## src/rtl/spi_pkg.sv

```systemverilog
// Shared SPI slave definitions: mode encoding, sample-edge selection and
// the default word returned when no TX data is queued.
package spi_pkg;

   typedef enum logic [1:0] {
      MODE0 = 2'd0,
      MODE1 = 2'd1,
      MODE2 = 2'd2,
      MODE3 = 2'd3
   } spi_mode_e;

   localparam logic [31:0] IDLE_WORD_DEFAULT = 32'h0000_0041;

   // Modes 0 and 3 sample on rising SCK, modes 1 and 2 on falling SCK.
   function automatic logic sample_on_rise(input logic cpol, input logic cpha);
      spi_mode_e mode;
      mode = spi_mode_e'({cpol, cpha});
      case (mode)
         MODE0, MODE3: return 1'b1;
         default:      return 1'b0;
      endcase
   endfunction

endpackage

```

## src/rtl/spi_edge_sync.sv

```systemverilog
// Two-flop synchroniser for one asynchronous SPI pin plus an edge-history
// flop producing single-cycle rise/fall pulses.
module spi_edge_sync
   import spi_pkg::*;
#(
   parameter logic RST_VAL = 1'b0
) (
   input  logic clk,
   input  logic rst,
   input  logic din,
   output logic level,
   output logic rise,
   output logic fall
);

   logic meta_q, meta_d;
   logic sync_q, sync_d;
   logic hist_q, hist_d;

   always_comb begin
      meta_d = din;
      sync_d = meta_q;
      hist_d = sync_q;
   end

   always_ff @(posedge clk or posedge rst) begin
      if (rst) begin
         meta_q <= RST_VAL;
         sync_q <= RST_VAL;
         hist_q <= RST_VAL;
      end else begin
         meta_q <= meta_d;
         sync_q <= sync_d;
         hist_q <= hist_d;
      end
   end

   assign level = sync_q;
   assign rise  = sync_q & ~hist_q;
   assign fall  = ~sync_q & hist_q;

endmodule

```

## src/rtl/spi_slave_stream.sv

```systemverilog
// SPI slave with valid/ready word streams on the system-clock side, a single
// TX holding register, and overrun/underrun/abort event pulses.
module spi_slave_stream
   import spi_pkg::*;
#(
   parameter int                DATA_W      = 8,
   parameter int                CPOL        = 0,
   parameter int                CPHA        = 0,
   parameter int                LSB_FIRST   = 0,
   parameter logic [DATA_W-1:0] IDLE_WORD   = IDLE_WORD_DEFAULT[DATA_W-1:0],
   parameter int                FRAME_CNT_W = 8
) (
   input  logic                   clk,
   input  logic                   rst,
   input  logic                   SCK,
   input  logic                   SSEL,
   input  logic                   MOSI,
   output logic                   MISO,
   output logic                   miso_oe,
   output logic [DATA_W-1:0]      rx_data,
   output logic                   rx_valid,
   input  logic                   rx_ready,
   input  logic [DATA_W-1:0]      tx_data,
   input  logic                   tx_valid,
   output logic                   tx_ready,
   output logic                   rx_overrun,
   output logic                   tx_underrun,
   output logic                   rx_abort,
   output logic [FRAME_CNT_W-1:0] frame_cnt,
   output logic                   busy
);

   localparam int             BCW         = $clog2(DATA_W);
   localparam logic [BCW-1:0] LAST_BIT    = BCW'(DATA_W - 1);
   localparam logic           SAMPLE_RISE = sample_on_rise(CPOL != 0, CPHA != 0);

   logic sck_lvl, sck_rise, sck_fall;
   logic ssel_lvl, ssel_rise, ssel_fall;
   logic mosi_lvl, mosi_rise, mosi_fall;
   logic mosi_edges_unused;

   spi_edge_sync #(.RST_VAL(CPOL != 0)) u_sck_sync (
      .clk(clk), .rst(rst), .din(SCK), .level(sck_lvl), .rise(sck_rise), .fall(sck_fall));
   spi_edge_sync #(.RST_VAL(1'b1)) u_ssel_sync (
      .clk(clk), .rst(rst), .din(SSEL), .level(ssel_lvl), .rise(ssel_rise), .fall(ssel_fall));
   spi_edge_sync #(.RST_VAL(1'b0)) u_mosi_sync (
      .clk(clk), .rst(rst), .din(MOSI), .level(mosi_lvl), .rise(mosi_rise), .fall(mosi_fall));

   // MOSI is sampled as a level; its edge pulses have no consumer.
   assign mosi_edges_unused = mosi_rise ^ mosi_fall;

   function automatic logic [DATA_W-1:0] shift_in(input logic [DATA_W-1:0] w, input logic b);
      if (LSB_FIRST != 0) return {b, w[DATA_W-1:1]};
      else                return {w[DATA_W-2:0], b};
   endfunction

   function automatic logic lead_bit(input logic [DATA_W-1:0] w);
      if (LSB_FIRST != 0) return w[0];
      else                return w[DATA_W-1];
   endfunction

   logic [BCW-1:0]         bitcnt_q, bitcnt_d;
   logic [DATA_W-1:0]      rx_sh_q, rx_sh_d, rx_data_q, rx_data_d;
   logic                   rx_valid_q, rx_valid_d;
   logic [DATA_W-1:0]      tx_sh_q, tx_sh_d, hold_q, hold_d;
   logic                   hold_vld_q, hold_vld_d;
   logic [FRAME_CNT_W-1:0] frame_cnt_q, frame_cnt_d;
   logic                   rx_overrun_q, rx_overrun_d;
   logic                   tx_underrun_q, tx_underrun_d;
   logic                   rx_abort_q, rx_abort_d;
   logic                   ssel_act_s, sample_s, word_done_s, commit_s;
   logic [DATA_W-1:0]      src_s;
   logic                   miso_s;

   always_comb begin
      ssel_act_s    = ~ssel_lvl;
      sample_s      = ssel_act_s & (sck_rise | sck_fall) & (sck_lvl == SAMPLE_RISE);
      word_done_s   = sample_s & (bitcnt_q == LAST_BIT);
      commit_s      = sample_s & (bitcnt_q == {BCW{1'b0}});
      src_s         = hold_vld_q ? hold_q : IDLE_WORD;
      bitcnt_d      = bitcnt_q;
      rx_sh_d       = rx_sh_q;
      rx_data_d     = rx_data_q;
      rx_valid_d    = rx_valid_q;
      tx_sh_d       = tx_sh_q;
      hold_d        = hold_q;
      hold_vld_d    = hold_vld_q;
      frame_cnt_d   = frame_cnt_q;
      rx_overrun_d  = 1'b0;
      tx_underrun_d = 1'b0;
      rx_abort_d    = 1'b0;

      if (!ssel_act_s) begin
         bitcnt_d = {BCW{1'b0}};
      end else if (sample_s) begin
         bitcnt_d = (bitcnt_q == LAST_BIT) ? {BCW{1'b0}} : bitcnt_q + BCW'(1);
      end else begin
         bitcnt_d = bitcnt_q;
      end

      // Partial words are only discarded here; the shift register is simply overwritten later.
      rx_abort_d = ssel_rise & (bitcnt_q != {BCW{1'b0}});

      if (sample_s) begin
         rx_sh_d = shift_in(rx_sh_q, mosi_lvl);
      end else begin
         rx_sh_d = rx_sh_q;
      end

      if (word_done_s && (!rx_valid_q || rx_ready)) begin
         rx_data_d  = rx_sh_d;
         rx_valid_d = 1'b1;
      end else if (rx_valid_q && rx_ready) begin
         rx_valid_d = 1'b0;
      end else begin
         rx_valid_d = rx_valid_q;
      end
      rx_overrun_d = word_done_s & rx_valid_q & ~rx_ready;

      // The commit already advances one bit: bit 0 was shown combinationally before it.
      if (commit_s) begin
         tx_sh_d       = shift_in(src_s, 1'b0);
         tx_underrun_d = ~hold_vld_q;
      end else if (sample_s) begin
         tx_sh_d = shift_in(tx_sh_q, 1'b0);
      end else begin
         tx_sh_d = tx_sh_q;
      end

      if (tx_valid && !hold_vld_q) begin
         hold_d     = tx_data;
         hold_vld_d = 1'b1;
      end else if (commit_s) begin
         hold_vld_d = 1'b0;
      end else begin
         hold_vld_d = hold_vld_q;
      end

      if (ssel_fall) begin
         frame_cnt_d = frame_cnt_q + FRAME_CNT_W'(1);
      end else begin
         frame_cnt_d = frame_cnt_q;
      end

      if (bitcnt_q == {BCW{1'b0}}) begin
         miso_s = lead_bit(src_s);
      end else begin
         miso_s = lead_bit(tx_sh_q);
      end
   end

   always_ff @(posedge clk or posedge rst) begin
      if (rst) begin
         bitcnt_q      <= {BCW{1'b0}};
         rx_sh_q       <= {DATA_W{1'b0}};
         rx_data_q     <= {DATA_W{1'b0}};
         rx_valid_q    <= 1'b0;
         tx_sh_q       <= {DATA_W{1'b0}};
         hold_q        <= {DATA_W{1'b0}};
         hold_vld_q    <= 1'b0;
         frame_cnt_q   <= {FRAME_CNT_W{1'b0}};
         rx_overrun_q  <= 1'b0;
         tx_underrun_q <= 1'b0;
         rx_abort_q    <= 1'b0;
      end else begin
         bitcnt_q      <= bitcnt_d;
         rx_sh_q       <= rx_sh_d;
         rx_data_q     <= rx_data_d;
         rx_valid_q    <= rx_valid_d;
         tx_sh_q       <= tx_sh_d;
         hold_q        <= hold_d;
         hold_vld_q    <= hold_vld_d;
         frame_cnt_q   <= frame_cnt_d;
         rx_overrun_q  <= rx_overrun_d;
         tx_underrun_q <= tx_underrun_d;
         rx_abort_q    <= rx_abort_d;
      end
   end

   assign MISO        = miso_s;
   assign miso_oe     = ~ssel_lvl;
   assign busy        = ~ssel_lvl;
   assign rx_data     = rx_data_q;
   assign rx_valid    = rx_valid_q;
   assign tx_ready    = ~hold_vld_q;
   assign rx_overrun  = rx_overrun_q;
   assign tx_underrun = tx_underrun_q;
   assign rx_abort    = rx_abort_q;
   assign frame_cnt   = frame_cnt_q;

endmodule
```

## config.mk

```make
export PLATFORM = sky130hd
export DESIGN_NAME = spi_slave_stream
export DESIGN_NICKNAME = d
export VERILOG_FILES = /design/src/rtl/spi_pkg.sv /design/src/rtl/spi_edge_sync.sv /design/src/rtl/spi_slave_stream.sv
export SDC_FILE = /design/constraint.sdc
export NUM_CORES = 1
export LEC_CHECK = 0
export CORE_MARGIN = 8
export CORE_UTILIZATION = 31
export CTS_CLUSTER_DIAMETER = 30
export DETAILED_ROUTE_END_ITERATION = 6
export GPL_ROUTABILITY_DRIVEN = 0
export PLACE_DENSITY_LB_ADDON = 0.2
export SYNTH_ARGS = -nofsm -noshare
export SYNTH_HDL_FRONTEND = slang
export SYNTH_SLANG_ARGS = --single-unit
```

## constraint.sdc

```tcl
create_clock -name clk -period 4.2 [get_ports clk]
set_clock_uncertainty 0.1 [all_clocks]
set_input_delay 1.05 -clock clk [delete_from_list [all_inputs] [get_ports clk]]
set_output_delay 1.05 -clock clk [all_outputs]
set_load 0.01 [all_outputs]
```

==> key figures, run 1 <==
Placement
  • Post-DP HPWL: 2790 µm
  • Port Buffers: 38
  • Post-place setup slack: 1360 ps
  • Dpl cell area: 2620 µm²
  • Dpl cells: 277

Pwr
  • Net Switching: slightly below 0.0004 W
  • Flop pwr share: 55.0%
  • Pleak: 1.20 nW
  • Pint: about 0.00098 W
  • Peak VDD IR: 0.000216 V
  • PwrDens: 503 nW/µm²
  • Combinational share of power: about a quarter
  • Clock network power share: 21.6%
  • Sw frac: roughly 28%

Logic synthesis
  • Yosys cell types: 29
  • Async set-reset flop share out of synthesis: 100%
  • Ys Warns: 0
  • EDFF count, synth: 0
  • Total nets after synthesis: ~180
  • Syn Inst Count: 163
  • Area leader, netlist: dfrtp_1
  • Sequential area share after synthesis: 62.9%
  • Synth area leaders: dfrtp_1, mux2_2, dfstp_2
  • Post-synth top flop: dfrtp_1
  • Synth top cells by count: dfrtp_1, mux2_2, nand2_1, nor2_1, inv_1
  • Most frequent cell after synthesis: dfrtp_1
  • Synthesized area: about 2200 µm²
  • Yosys top cell area share: 59.3%
  • #FFs+latches synth: 54
  • Avg Synthesized Cell Area: 13.2 µm²

Clock network
  • Clk slew on worst S/H paths: 90 ps
  • Post_cts resized: 0
  • Post-CTS setup buffers: 0
  • Clk buf depth: 2
  • CTS Root Cell: clkbuf_8
  • Clk Latency, worst-skew pair: 300 ps
  • H-Tree Depth: 2
  • CTS tree: yes
  • Hold Buf Count CTS: 0
  • Clock sink count: 54
  • Clock buffer count from CTS: 5

Min path
  • HP Class: reg2reg
  • Hold Path Sink: u_sck_sync.level
  • Hold Crit Depth: 0
  • Hold Crit Start: u_sck_sync.meta_q

Detailed routing
  • Antenna-violating nets left: 0
  • Initial DRT Pass Iterations: 4
  • Avg Vias per Cell: between 4 and 5
  • Drt initial violations: 50
  • Total via count in the routed design: between 1000 and 1500
  • Residual DRC: 0
  • WL/cell: between 10 and 15 µm
  • Detailed-route wire length: 3840 µm

Timing
  • # setup viols final: 0
  • Max-slew violations: 0
  • Slack of the critical path: between 1000 and 1500 ps
  • Setup TNS: 0 ps
  • Least-Margin Pin Slew: 763 ps
  • Fmax: roughly 0.31 GHz
  • Fin crit share: 75.7%
  • Final hold violations: 0
  • RSZ-0062 raised after global routing: no
  • Max_slew headroom: 49.0%
  • Tmin final: 3180 ps

Flow run
  • Max cap viols: 0

Cells and area
  • Post-route insts no fill: 285
  • Layout area overhead: 26.0%
  • Final Util: 40.2%
  • Share of cells above drive strength 1: 19.5%
  • ANT cells: 0
  • Final instance area: between 2000 and 3000 µm²
  • Net count, final: between 200 and 250

Global routing
  • Largest net degree at the start of global routing: 29
  • Tot GR Track Use: 8.37%
  • GRT overflow: 0
  • Vias in the first global route: 1351
  • Initial antenna violation count: 0
  • First-pass GRT wire length: 6750 µm

Setup path
  • Crit path DAT: just over 2000 ps
  • Critical Path, Cell by Cell: inv_1, ha_1, nor2b_1, buf_4, nand3_1, o21ai_0, clkdlybuf4s50_1
  • CP bufs+invs: 3
  • Worst Setup SP: bitcnt_q[0]
  • Capturing point of the worst reg2reg path: hold_q[2]
  • CP Depth: 7
  • Crit-path leading delay family: buffers and inverters
  • Critical Path Max Stage Delay: about 580 ps
  • Critical Path RT: 3050 ps
  • Reg2Reg Setup Slack: about 2400 ps
  • Crit path capture type: output port
  • Max FO, Critical Path: 11
  • Setup CP Type: reg2out
  • Slowest CP cell: clkdlybuf4s50_1
  • Register-to-Register Path Depth: 2
  • Startpoint Class: register
  • Worst r2r src: hold_vld_q

Die
  • Initial core utilization: approximately a third
  • Die ar.: about 10000 µm²
  • Die width: 99.3 µm
  • Row cnt: 30
  • Die height: 99.3 µm
  • Core area: between 6000 and 7000 µm²
  • I/O pin total: 39

Run status
  • Outcome: finished clean
how the worst max path moves through the flow:
stage	end	slack, ps
after floorplan	bitcnt_q[0]	1740
after global placement	MISO	1370
after detailed placement	MISO	1360
after CTS	MISO	990
after global routing	MISO	850
final	MISO	1020
routing by layer:
metal	track usage [%]	vias up	share of wire, %
li1	-	627	-
met1	10.6	638	46
met2	13.0	34	47
met3	3.28	4	6.7
met4	2.10	0	0.83
met5	0	-	0
logic make-up after synthesis:
logic type	Yosys count	synth area share, %
xor+xnor	7	2.85
simple gates	46	11.7
mux	28	14.4
buf+inv	14	2.96
flops	54	62.9
compound gates	10	2.85
fa+ha+maj	4	2.32
worst register-to-register path, cell delays in order, from the launching register on:
cell	delay [ps]
dfrtp_1	510
nor2b_1	650
mux2_2	410
power groups by stage:
| stage | sequential [W] | clock, W | combinational, W |
|---|---|---|---|
| final | 0.000751 | 0.000295 | 0.000320 |
| after global routing | 0.000772 | 0.000333 | 0.000357 |
| after CTS | 0.000754 | 0.000314 | 0.000327 |
| after detailed placement | 0.000765 | 0 | 0.000325 |
| after global placement | 0.000762 | 0 | 0.000320 |
| after floorplan | 0.000735 | 0 | 0.000206 |
cells in the final DEF, fill, tap and decap left out, types with 2 or more instances in the layout:
cell             instances
a31oi_1                  5
buf_4                    3
clkbuf_8                 6
clkdlybuf4s50_1         38
dfrtp_1                 51
dfstp_2                  3
ha_1                     4
inv_1                    6
mux2_2                  23
mux2i_1                  4
nand2_1                 12
nand2b_1                 2
nand3_1                  6
nor2_1                  12
nor2b_1                  5
nor3_1                   2
o21ai_0                  3
xnor2_1                  4
xor2_1                   3
flip-flops by register name, summed over array words and instances, names as in the netlist:
register            flops
u_sck_sync.meta_q       1
hold_q                  8
u_ssel_sync.level       1
u_mosi_sync.meta_q      1
tx_sh_q                 7
bitcnt_q                3
u_ssel_sync.hist_q      1
rx_valid                1
tx_underrun             1
rx_data                 8
rx_sh_q                 7
frame_cnt               8
rx_abort                1
u_sck_sync.hist_q       1
hold_vld_q              1
u_ssel_sync.meta_q      1
rx_overrun              1
u_mosi_sync.level       1
u_sck_sync.level        1
stage by stage:
step           total power, W  hold WS [ps]
6_report              0.00137           256
3_5_place_dp          0.00109           238
3_3_place_gp          0.00108           236
4_1_cts               0.00140           260
2_1_floorplan        0.000941           231
5_1_grt               0.00146           263
final cells by class:
cell class / instances / area [µm²]
tap: 80 / 100
clock inverter: 2 / 12.5
sequential: 54 / 1360
inverter: 7 / 26.3
fill: 667 / 4040
timing repair buffer: 41 / 403
multi-input combinational: 95 / 734
clock buffer: 6 / 82.6
No activity file was read; power rests on OpenSTA's default activity.
==> run 2: changes to the inputs <==
- clock period: 4.2 -> 3.1 ns (I/O delays scaled with it)
==> key figures, run 2 (synthesized netlist as in run 1, its figures left out) <==
Run status
  • Outcome: finished clean

Timing
  • Max_slew headroom: 63.4% (+14 points)
  • Setup TNS: 0 ps (unchanged)
  • Max-slew violations: 0 (unchanged)
  • Slack of the critical path: 289 ps (-733 ps)
  • RSZ-0062 raised after global routing: no
  • # setup viols final: 0 (unchanged)
  • Tmin final: 2810 ps
  • Least-Margin Pin Slew: 548 ps (-216 ps)
  • Final hold violations: 0 (unchanged)
  • Hold_ws: 255 ps (-1.81 ps)
  • Fmax: 0.356 GHz
  • Fin crit share: 90.7%

Detailed routing
  • Total via count in the routed design: 1297 (-0.46%)
  • WL/cell: 13.4 µm (-0.83%)
  • Initial DRT Pass Iterations: 2 (-2)
  • Drt initial violations: 46 (-8.0%)
  • Antenna-violating nets left: 0 (unchanged)
  • Residual DRC: 0 (unchanged)
  • Avg Vias per Cell: 4.52 (-1.2%)
  • Detailed-route wire length: 3830 µm (-0.13%)

Min path
  • Hold Crit Depth: 0 (unchanged)
  • Hold Crit Start: u_mosi_sync.meta_q
  • HP Class: reg2reg

Setup path
  • Crit path DAT: 1940 ps (-90 ps)
  • Max FO, Critical Path: 6 (-5)
  • Worst setup path end: MISO
  • Critical Path RT: 2220 ps (-830 ps)
  • Register-to-Register Path Depth: 3 (+1)
  • Reg2Reg Setup Slack: 1340 ps (-1080 ps)
  • Crit path capture type: output port
  • Worst r2r src: u_ssel_sync.level
  • Setup CP Type: reg2out
  • Startpoint Class: register
  • Worst Setup SP: bitcnt_q[0]
  • Capturing point of the worst reg2reg path: rx_data[7]

Clock network
  • Post-CTS setup buffers: 0 (unchanged)
  • Clock sink count: 54 (unchanged)
  • Clock buffer count from CTS: 5 (unchanged)
  • CTS tree: yes
  • H-Tree Depth: 2 (unchanged)
  • Clk Latency, worst-skew pair: 300 ps (about the same)
  • Clk buf depth: 2 (unchanged)
  • Clk slew on worst S/H paths: 80 ps (about the same)
  • CTS Root Cell: clkbuf_8

Cells and area
  • ANT cells: 0 (unchanged)
  • Share of cells above drive strength 1: 20.8% (+1.3 points)
  • Net count, final: 225 (+0.90%)
  • Filler instances: 653 (-2.1%)
  • Most common cell after layout, fill and taps aside: dfrtp_1
  • Layout area overhead: 28.1%
  • Most frequent cells in the layout: dfrtp_1, clkdlybuf4s50_1, mux2_2, nand2_1, nor2_1

Global routing
  • Vias in the first global route: 1339 (-0.89%)
  • Tot GR Track Use: 8.45% (+0.076 points)
  • Largest net degree at the start of global routing: 54 (+86%)
  • First-pass GRT wire length: 6650 µm (-1.4%)
  • Initial antenna violation count: 0 (unchanged)
  • GRT overflow: 0 (unchanged)

Pwr
  • Peak VDD IR: 0.000276 V (+28%)
  • Design Power: 0.00190 W (+39%)
  • PwrDens: 689 nW/µm² (+37%)
  • Pleak: 1.23 nW (+2.2%)

Placement
  • Post-DP HPWL: 2720 µm (-2.8%)
  • Post-place setup slack: 503 ps (-859 ps)
  • Port Buffers: 38 (unchanged)

Die
  • Die ar.: 9870 µm² (unchanged)
  • I/O pin total: 39 (unchanged)
  • Die width: 99.3 µm (unchanged)
  • Row cnt: 30 (unchanged)
  • Die height: 99.3 µm (unchanged)
  • Initial core utilization: 31.9% (unchanged)
  • Core area: 6760 µm² (unchanged)

Flow run
  • Max cap viols: 0 (unchanged)
run 2: cell types whose count changed in the layout (fill, tap and decap cells not counted), sizes merged:
cell / delta
buf: +2
clkbuf: +2
clkinv: -1
clkinvlp: -1
run 2: per-stage QoR:
step	utilization [%]	cells	instance area, µm²
4_1_cts	40.8	287	2760
2_1_floorplan	-	163	2150
6_report	40.8	287	2760
3_3_place_gp	39.2	279	2650
5_1_grt	40.8	287	2760
3_5_place_dp	39.2	279	2650
run 2: how the worst min path moves through the flow:
| stage | endpoint | slack, ps |
|---|---|---|
| 2_1_floorplan | u_mosi_sync.level | 230 |
| 3_3_place_gp | u_sck_sync.level | 240 |
| 3_5_place_dp | u_mosi_sync.level | 240 |
| 4_1_cts | u_mosi_sync.level | 260 |
| 5_1_grt | u_sck_sync.level | 270 |
| 6_report | u_mosi_sync.level | 250 |
run 2: cell type report:
type	instances	area [µm²]	area share, %
clock buffer	8	110	3.99
inverter	7	26.3	0.952
multi-input combinational	95	737	26.7
sequential	54	1360	49.1
tap	80	100	3.63
timing repair buffer	43	430	15.6
run 2: layer usage:
layer	up-vias	track usage [%]	wire length (µm)
li1	633	-	-
met1	637	10.1	1770
met2	23	13.0	1760
met3	4	3.84	262
met4	0	3.14	37
met5	-	0	0
run 2: timing repair:
action / CTS / global route
gates resized for setup: 0 / 1
setup endpoints to repair: 0 / 1
hold buffers: 0 / 0
endpoints found under the hold margin: 0 / 0
run 2: power by group:
part	switching (W)	leakage, nW	internal (W)
sequential	0.000117	0.671	0.000879
combinational	0.000185	0.503	0.000278
clock	0.000217	0.0575	0.000226
run 2: worst max-delay path, cell delays in order (launching register included):
cell and delay, ps:
dfrtp_1 420, inv_1 70, ha_1 170, nor2b_2 250
nand3_1 100, o21ai_0 80, clkdlybuf4s50_1 570
